File: src/rtl/dmem_arb_pkg.sv
`default_nettype none
// ============================================================================
//  Module  : dmem_arb_pkg
//  Brief   : Shared types and constants for the data-memory arbiter.
//  Rev     : 1.0  initial release
// ============================================================================
package dmem_arb_pkg;

    localparam int MEM_ADDR_W = 32;
    localparam int MEM_DATA_W = 32;

    localparam logic OWNER_CPU = 1'b0;
    localparam logic OWNER_EXT = 1'b1;

    typedef enum logic {
        ARB      = 1'b0,
        EXT_LOCK = 1'b1
    } arb_state_t;

    typedef struct packed {
        logic                  we;
        logic [MEM_ADDR_W-1:0] addr;
        logic [MEM_DATA_W-1:0] wdata;
    } mem_req_t;

endpackage
`default_nettype wire

File: src/rtl/dmem_arbiter_starve_cnt.sv
`default_nettype none
// ============================================================================
//  Module  : arb_starve_cnt
//  Brief   : Saturating count of refused external cycles with clear and limit.
//  Rev     : 1.0  initial release
// ============================================================================
module arb_starve_cnt #(
    parameter int MAX_WAIT  = 4,
    parameter int CNT_WIDTH = 3
) (
    input  logic clk,
    input  logic rst_n,
    input  logic clr,
    input  logic inc,
    output logic limit
);

    localparam logic [CNT_WIDTH-1:0] c_max_wait = CNT_WIDTH'(MAX_WAIT);

    logic [CNT_WIDTH-1:0] r_cnt;

    always_ff @(posedge clk or negedge rst_n) begin
        if (!rst_n) begin
            r_cnt <= '0;
        end else if (clr) begin
            r_cnt <= '0;
        end else if (inc && (r_cnt != c_max_wait)) begin
            r_cnt <= r_cnt + 1'b1;
        end
    end

    assign limit = (r_cnt == c_max_wait);

endmodule
`default_nettype wire

File: src/rtl/dmem_arbiter.sv
`default_nettype none
// ============================================================================
//  Module  : dmem_arbiter
//  Brief   : Shares the single-port data memory between the CPU and an
//            external requester; one grant per cycle, registered read return.
//  Rev     : 1.0  initial release
// ============================================================================
module dmem_arbiter
    import dmem_arb_pkg::*;
#(
    parameter int DATA_WIDTH = MEM_DATA_W,
    parameter int ADDR_WIDTH = MEM_ADDR_W,
    parameter int MAX_WAIT   = 4,
    parameter int CNT_WIDTH  = 3
) (
    input  logic                  clk,
    input  logic                  rst_n,
    input  logic                  cpu_req,
    input  logic                  cpu_we,
    input  logic [ADDR_WIDTH-1:0] cpu_addr,
    input  logic [DATA_WIDTH-1:0] cpu_wdata,
    output logic                  cpu_gnt,
    output logic                  cpu_rvalid,
    output logic [DATA_WIDTH-1:0] cpu_rdata,
    output logic                  stall,
    input  logic                  ext_req,
    input  logic                  ext_we,
    input  logic                  ext_lock,
    input  logic [ADDR_WIDTH-1:0] ext_addr,
    input  logic [DATA_WIDTH-1:0] ext_wdata,
    output logic                  ext_gnt,
    output logic                  ext_rvalid,
    output logic [DATA_WIDTH-1:0] ext_rdata,
    output logic [ADDR_WIDTH-1:0] mem_A,
    output logic                  mem_WE,
    output logic [DATA_WIDTH-1:0] mem_WD,
    input  logic [DATA_WIDTH-1:0] mem_RD
);

    arb_state_t            r_state;
    logic                  w_limit;
    logic                  w_cpu_gnt;
    logic                  w_ext_gnt;
    logic                  w_owner;
    mem_req_t              w_cpu_side;
    mem_req_t              w_ext_side;
    mem_req_t              w_sel;
    logic                  r_cpu_rvalid;
    logic                  r_ext_rvalid;
    logic [DATA_WIDTH-1:0] r_cpu_rdata;
    logic [DATA_WIDTH-1:0] r_ext_rdata;

    // Grants are gated by rst_n so nothing reaches memory while in reset.
    always_comb begin
        w_ext_gnt = 1'b0;
        if (r_state == EXT_LOCK) begin
            w_ext_gnt = ext_req;
        end else begin
            w_ext_gnt = ext_req & (~cpu_req | w_limit);
        end
        w_ext_gnt = w_ext_gnt & rst_n;
        w_cpu_gnt = cpu_req & ~w_ext_gnt & rst_n;
    end

    arb_starve_cnt #(
        .MAX_WAIT  (MAX_WAIT),
        .CNT_WIDTH (CNT_WIDTH)
    ) u_starve_cnt (
        .clk   (clk),
        .rst_n (rst_n),
        .clr   (w_ext_gnt | ~ext_req),
        .inc   ((r_state == ARB) & w_cpu_gnt & ext_req),
        .limit (w_limit)
    );

    always_comb begin
        w_cpu_side = '{we: cpu_we, addr: cpu_addr, wdata: cpu_wdata};
        w_ext_side = '{we: ext_we, addr: ext_addr, wdata: ext_wdata};
        w_owner    = w_ext_gnt ? OWNER_EXT : OWNER_CPU;
        w_sel      = (w_owner == OWNER_EXT) ? w_ext_side : w_cpu_side;
    end

    assign mem_A   = w_sel.addr;
    assign mem_WD  = w_sel.wdata;
    assign mem_WE  = (w_cpu_gnt | w_ext_gnt) & w_sel.we;
    assign cpu_gnt = w_cpu_gnt;
    assign ext_gnt = w_ext_gnt;
    assign stall   = cpu_req & ~w_cpu_gnt & rst_n;

    // A locked burst ends after any cycle where the requester drops req or lock.
    always_ff @(posedge clk or negedge rst_n) begin
        if (!rst_n) begin
            r_state <= ARB;
        end else begin
            case (r_state)
                ARB: begin
                    if (w_ext_gnt && ext_lock) begin
                        r_state <= EXT_LOCK;
                    end
                end
                EXT_LOCK: begin
                    if (!ext_req || !ext_lock) begin
                        r_state <= ARB;
                    end
                end
                default: r_state <= ARB;
            endcase
        end
    end

    always_ff @(posedge clk or negedge rst_n) begin
        if (!rst_n) begin
            r_cpu_rvalid <= 1'b0;
            r_ext_rvalid <= 1'b0;
            r_cpu_rdata  <= '0;
            r_ext_rdata  <= '0;
        end else begin
            r_cpu_rvalid <= w_cpu_gnt & ~cpu_we;
            r_ext_rvalid <= w_ext_gnt & ~ext_we;
            if (w_cpu_gnt && !cpu_we) begin
                r_cpu_rdata <= mem_RD;
            end
            if (w_ext_gnt && !ext_we) begin
                r_ext_rdata <= mem_RD;
            end
        end
    end

    assign cpu_rvalid = r_cpu_rvalid;
    assign cpu_rdata  = r_cpu_rdata;
    assign ext_rvalid = r_ext_rvalid;
    assign ext_rdata  = r_ext_rdata;

endmodule
`default_nettype wire

File: config.mk
export PLATFORM = sky130hd
export DESIGN_NAME = dmem_arbiter
export DESIGN_NICKNAME = d
export VERILOG_FILES = /design/src/rtl/dmem_arb_pkg.sv /design/src/rtl/dmem_arbiter_starve_cnt.sv /design/src/rtl/dmem_arbiter.sv
export SDC_FILE = /design/constraint.sdc
export NUM_CORES = 1
export LEC_CHECK = 0
export BUFFER_PORTS_ARGS = -buffer_cell sky130_fd_sc_hd__buf_2
export CAP_MARGIN = 20
export CORE_AREA = 2 2 116 118
export DETAILED_ROUTE_END_ITERATION = 8
export DIE_AREA = 0 0 118 120
export PLACE_DENSITY = 0.67
export SLEW_MARGIN = 20
export SYNTH_ARGS = -nofsm -noshare
export SYNTH_HDL_FRONTEND = slang
export SYNTH_SLANG_ARGS = --single-unit
export TNS_END_PERCENT = 30
File: constraint.sdc
create_clock -name clk -period 2.1 [get_ports clk]
set_input_delay 0.21 -clock clk [delete_from_list [all_inputs] [get_ports clk]]
set_output_delay 0.21 -clock clk [all_outputs]
set_load 0.02 [all_outputs]
# After elaboration in Yosys (flattened, before gate mapping)

Cells that the tools add are included.
W data, S select, Z words.

Add/sub/neg operators: 1
Multiply operators: 0
Div/mod/pow operators: 0
$lt $le $gt $ge: 0
Equality and inequality tests: 2
Shifts and indexed selects: 0
Muxes and demuxes: 8
Bitwise operators: 21
Reductions and logical operators: 10

Operators with widths:

| kind                  | number |
|---|---|
| $mux W65              | 1 |
| $and A1 B1 Y1         | 11 |
| $not A1 Y1            | 7 |
| $mux W3               | 2 |
| $logic_and A1 B1 Y1   | 4 |
| $logic_not A1 Y1      | 4 |
| $mux W1               | 4 |
| $add A3 B1 Y3 const B | 1 |
| $eq A3 B3 Y1 const B  | 1 |
| $ne A3 B3 Y1 const B  | 1 |
| $or A1 B1 Y1          | 3 |
| $pmux W1 S2           | 1 |
| $reduce_bool A2 Y1    | 1 |
| $logic_or A1 B1 Y1    | 1 |

Bits in registers: 70
Bits in latches: 0
Bits in writable memories: 0
ROM bits: 0
Input port bits: 167
Output and inout bits: 134
Word-level logic and storage cells: 48
Memories: 0

# Longest topological paths before layout

Depth after elaboration: 13
Depth in mapped cells: 7
Depth with buffers taken out: 5

# By module

Synthesis repeated with hierarchy kept, for this count alone.

Cells, all modules: 243
Area, all modules: 3667.3 um^2

Modules (own cells, without submodules):

| module         | instances | cells each | area each (um^2) |
|---|---|---|---|
| dmem_arbiter   | 1         | 225        | 3469.6 |
| arb_starve_cnt | 1         | 18         | 197.7 |

# Worst setup path before layout

Ideal clock, no wire load.

Path type: flip-flop to output port
From: register u_starve_cnt.r_cnt[0]
To: output port mem_A[23]
Arrival time: 1.709 ns
Required time: 1.890 ns
Slack: 0.181 ns
Cell stages (with the launch flop): 8
Cell sequence: dfrtp_1 > inv_1 > ha_1 > a21oi_2 > a21oi_2 > buf_4 > buf_6 > mux2_1

Longest elaborated chain between the ends: 7

RTL lines:

| item                   | line                          | RTL |
|---|---|---|
| from (decl)            | dmem_arbiter_starve_cnt.sv:20 | `logic [CNT_WIDTH-1:0] r_cnt;` |
| from (signal assigned) | dmem_arbiter_starve_cnt.sv:28 | `r_cnt <= r_cnt + 1'b1;` |
| $eq A3 B3 Y1           | dmem_arbiter_starve_cnt.sv:32 | `assign limit = (r_cnt == c_max_wait);` |
| $or A1 B1 Y1           | dmem_arbiter.sv:59            | `w_ext_gnt = ext_req & (~cpu_req \| w_limit);` |
| $and A1 B1 Y1          | dmem_arbiter.sv:59            |  |
| $mux W1                | dmem_arbiter.sv:56            | `if (r_state == EXT_LOCK) begin` |
| $and A1 B1 Y1          | dmem_arbiter.sv:61            | `w_ext_gnt = w_ext_gnt & rst_n;` |
| named net ext_gnt      | dmem_arbiter.sv:31            | `output logic ext_gnt,` |
| $mux W1                | dmem_arbiter.sv:79            | `w_owner = w_ext_gnt ? OWNER_EXT : OWNER_CPU;` |
| $mux W65               | dmem_arbiter.sv:80            | `w_sel = (w_owner == OWNER_EXT) ? w_ext_side : w_cpu_side;` |
| to (decl)              | dmem_arbiter.sv:34            | `output logic [ADDR_WIDTH-1:0] mem_A,` |

The timed path passes the listed nets, and every way through them passes these cells.

# Final worst setup path

From: register u_starve_cnt.r_cnt[0]
To: output port mem_A[12]

Longest elaborated chain between the ends: 7

RTL lines:

| item          | line |
|---|---|
| $eq A3 B3 Y1  | dmem_arbiter_starve_cnt.sv:32 |
| $or A1 B1 Y1  | dmem_arbiter.sv:59 |
| $and A1 B1 Y1 | dmem_arbiter.sv:59 |
| $mux W1       | dmem_arbiter.sv:56 |
| $and A1 B1 Y1 | dmem_arbiter.sv:61 |
| $mux W1       | dmem_arbiter.sv:79 |
| $mux W65      | dmem_arbiter.sv:80 |

Every way passes these cells.

==> summary by stage <==
Global route
The total overflow left after global routing is 0. The global-route track usage on met2 is 30.3%. The largest net degree at the start of global routing is 62.

The initial antenna violation count is 1. The number of global-route vias before repair is 3474. The global-route track usage on met1 is 17.3%. The peak-usage layer in the global routing report is met2. The first global-routing pass estimated 18.3 mm of wire. Global routing used 5.61% of the available met3 tracks. The total global-route track usage is 16.6%.

Critical path
The category of the critical setup timing path is flop to output pin. In this run the register-to-register setup slack is 110 ps. The kind of end point of the critical path is an output pin. Along the worst path, the maximum fanout reaches 8. At the worst endpoint, the required time is ~1900 ps. Measured in cells, the most critical reg-to-reg path has a length of 7. Following the worst setup path forward leads to its endpoint at mem_A[12].

The reg-to-reg critical path startpoint is u_starve_cnt.r_cnt[0]. The data arrival time of the worst path is 2040 ps. The most critical setup path has its startpoint at u_starve_cnt.r_cnt[0]. The type of element launching the critical path is a flop. The end of the worst register-to-register path is cpu_rdata[12].

Run status
The checks that failed: setup timing. The flow ran to the end, but the final reports show violations.

Power and ir drop
The combinational power share is between 30% and 40%. VDD sags by at most 363 uV. In this run the static leakage power is 3.11 nW. Per report_power, the clock group accounts for 30.7% of the total. The total power divided by cell area is a little over 800 nW/um2.

The sequential share of power is 35.2%. In this run the power spent charging and discharging nets is between 1.5 and 2 mW. The internal power summed over all cells is 3.41 mW. The switching share of total power is 31.8%.

Yosys
The cell count after synthesis came out at 238. The mean instance size in the synthesized netlist is 14.8 um2. Counting flops and latches in the post-synthesis netlist gives 70.

The sequential area share after synthesis is around 50%. By area the synthesized netlist is led by sky130_fd_sc_hd__dfrtp_1 50%, sky130_fd_sc_hd__mux2_2 37%, sky130_fd_sc_hd__mux2_1 3.8%. The post-synthesis net count is about 410. Yosys mapped a number of flops with a built-in enable equal to 0. The main flop type after synthesis is sky130_fd_sc_hd__dfrtp_1. The largest area contributor in the synthesized netlist is sky130_fd_sc_hd__dfrtp_1. After synthesis, the largest area contributor takes up 49.9% of total cell area.

The Yosys step of the flow raised 0 warnings. The distinct cell type count after synthesis is 23. In this run the cell area of the synthesized design comes to between 3000 and 4000 um2.

After synthesis, the share of flip-flops with an asynchronous set or reset is 100%.

Run
Max-cap violations in this run came to 0.

Drt
After detailed routing, the number of vias per cell comes to 4.41. For this block, the routed nets add up to 12.8 mm of wire. The first TritonRoute pass finished after 4 iterations. In the final routed layout, each cell accounts on average for 17.3 um. The number of design rule violations left after detail routing is 0. The first-iteration detailed-routing DRC count is 106. The residual antenna-violating net count after detailed routing is 0. The total number of vias is ~3300.

Timing
Setup violations remaining at the end of the flow were counted as between 60 and 70. At the pin with the least slew margin, the transition time is 754 ps. The highest achievable clock rate is 444 MHz.

Setup repair after global routing could not meet its margin everywhere. The number of hold violations in the final report is 0. The clock arrives with 5.00 ps of skew. The number of max-slew violations in the final report is 0. The setup slack after layout is -150 ps. Dividing the final minimum period by the clock period gives 107%. The minimum clock period after layout is 2250 ps. Adding up every negative setup slack in the final design gives -6340 ps. In this run the tightest slew margin relative to its limit is 49.7%.

Placement
Once detailed placement completed, the half-perimeter wirelength came to between 9 and 10 mm. The total placed instance area is 5230 um2. The global placement routability congestion is 0.955. The number of input and output port buffers inserted is 300.

Clock tree
The number of levels in the clock H-tree is 3. The maximum buffer depth of the clock tree is 2. Counting every sink on the clock net gives 70. Clock tree synthesis inserted a total of 9 buffers. TritonCTS built the clock tree. The clock root buffer master is sky130_fd_sc_hd__clkbuf_16. The clock insertion delay at the later pin of the skew report is 330 ps. The clock transition time at the flip-flop clock pins of the worst setup and hold paths is 60 ps.

Floorplan
The core region is 13000 um2. Measured along the x axis, the die boundary spans 118 um. The floorplan die area is 14200 um2. The initial utilization of the core area, before any placement, comes to 27.0%. The die is about 120 um tall. In this run the core area contains 42 standard-cell rows. The number of I/O pins is 301.

Cells and area
The layout overhead on the synthesized area is 75.4%. The ratio of cells with drive above 1 in the final layout is between 80% and 90%. The number of nets in the final layout is 726. The post-layout instance area is 6160 um2.

Counting the fill cells in the layout gives about 1200.

Min path
The min-delay analysis places its worst path in the category input pin to flop.
[worst min-delay path by stage]
| stage | from | to | slack, ps | cells after the start |
|---|---|---|---|---|
| finish | ext_lock | r_state | 90 | 2 |
| global route | ext_lock | r_state | 100 | 2 |
| CTS | ext_lock | r_state | 80 | 2 |
| detailed placement | rst_n | ext_rdata[22] | 240 | 2 |
| global placement | rst_n | ext_rdata[22] | 230 | 2 |
| floorplan | rst_n | cpu_rdata[0] | -90 | 0 |
[placed cells by master, fill, tap and decap left out, drive strengths merged, types with 2 or more instances in the layout]
| cell | n |
|---|---|
| clkinv | 2 |
| nand2 | 2 |
| and2 | 2 |
| clkbuf | 14 |
| a211oi | 2 |
| dfrtp | 70 |
| ha | 2 |
| mux2 | 128 |
| a21oi | 4 |
| o21a | 2 |
| buf | 317 |
| nor3 | 2 |
| inv | 5 |
[logic make-up (layout without fill, tap and decap cells)]
group	after synthesis	after routing	synth area share, %
AOI/OAI and AO/OA	11	11	3.10
adders and majority gates	2	2	0.713
buffers and inverters	17	341	3.60
DFF	70	70	49.9
muxes	128	128	41.1
other	0	1	0
and+or+nand+nor	10	10	1.64
[sequential cells by signal, indices dropped and copies added, names as in the netlist]
name	cells
cpu_rvalid	1
u_starve_cnt.r_cnt	3
ext_rdata	32
r_state	1
ext_rvalid	1
cpu_rdata	32
[power groups by stage]
stage | clock network (mW) | logic [mW] | registers, mW
6_report | 1.53 | 1.70 | 1.76
5_1_grt | 1.64 | 1.80 | 1.80
4_1_cts | 1.58 | 1.60 | 1.76
3_5_place_dp | 0 | 1.55 | 1.79
3_3_place_gp | 0 | 1.52 | 1.77
2_1_floorplan | 0 | 0.534 | 2.13
[layout make-up]
class	instances	area (um2)	area share, %
Timing Repair Buffer	321	2070	33.6
Multi-Input combinational cell	151	1790	29.1
Sequential cell	70	1750	28.4
Clock buffer	11	253	4.10
Tap cell	176	220	3.58
Clock inverter	5	56.3	0.914
Inverter	4	15.0	0.244
Antenna cell	1	2.50	0.0406
[worst max-delay path: stages, from the launching register on]
cell                      delay (ps)
sky130_fd_sc_hd__dfrtp_1         380
sky130_fd_sc_hd__inv_2            80
sky130_fd_sc_hd__ha_4            150
sky130_fd_sc_hd__a21oi_4          60
sky130_fd_sc_hd__a21oi_4         210
sky130_fd_sc_hd__buf_12          180
sky130_fd_sc_hd__buf_16          150
sky130_fd_sc_hd__mux2_2          360
sky130_fd_sc_hd__buf_6           140
[routing by layer]
layer  share of wire (%)  routed length, um  vias to the layer above
met3                 7.4                950                       20
met5                   0                  0                        -
li1                    -                  -                     1508
met1                  35               4500                     1577
met2                  55               7040                      154
met4                 2.1                266                        0
[per-stage QoR]
step | total power [mW] | util, % | instances | hold slack, ps | worst slack [ps]
3_5_place_dp | 3.33 | 40.3 | 709 | 241 | 25.9
2_1_floorplan | 2.66 | - | 238 | -85.6 | 181
6_report | 5.00 | 47.5 | 739 | 94.1 | -150
5_1_grt | 5.24 | 47.4 | 738 | 104 | -230
3_3_place_gp | 3.29 | 40.3 | 709 | 234 | 73.6
4_1_cts | 4.95 | 44.3 | 733 | 84.3 | -164
[synth_stat cells, types with 2 or more instances]
master / n
sky130_fd_sc_hd__and2_1: 2
sky130_fd_sc_hd__a21oi_1: 2
sky130_fd_sc_hd__mux2_1: 12
sky130_fd_sc_hd__buf_6: 7
sky130_fd_sc_hd__mux2_2: 116
sky130_fd_sc_hd__ha_1: 2
sky130_fd_sc_hd__a21oi_2: 2
sky130_fd_sc_hd__buf_2: 5
sky130_fd_sc_hd__inv_1: 4
sky130_fd_sc_hd__a211oi_4: 2
sky130_fd_sc_hd__nor3_1: 2
sky130_fd_sc_hd__dfrtp_1: 70
sky130_fd_sc_hd__o21a_1: 2
[repair_timing]
| item | 4_1_cts | 5_1_grt |
|---|---|---|
| buffers inserted | 4 | 3 |
| hold buffers | 1 | 0 |
| resized for setup | 27 | 101 |
| endpoints found under the setup margin | 66 | 64 |
| cloned | 3 | 3 |
| hold endpoints to repair | 9 | 0 |
| pin swaps | 2 | 3 |
Power figures use the tool's default switching activity.
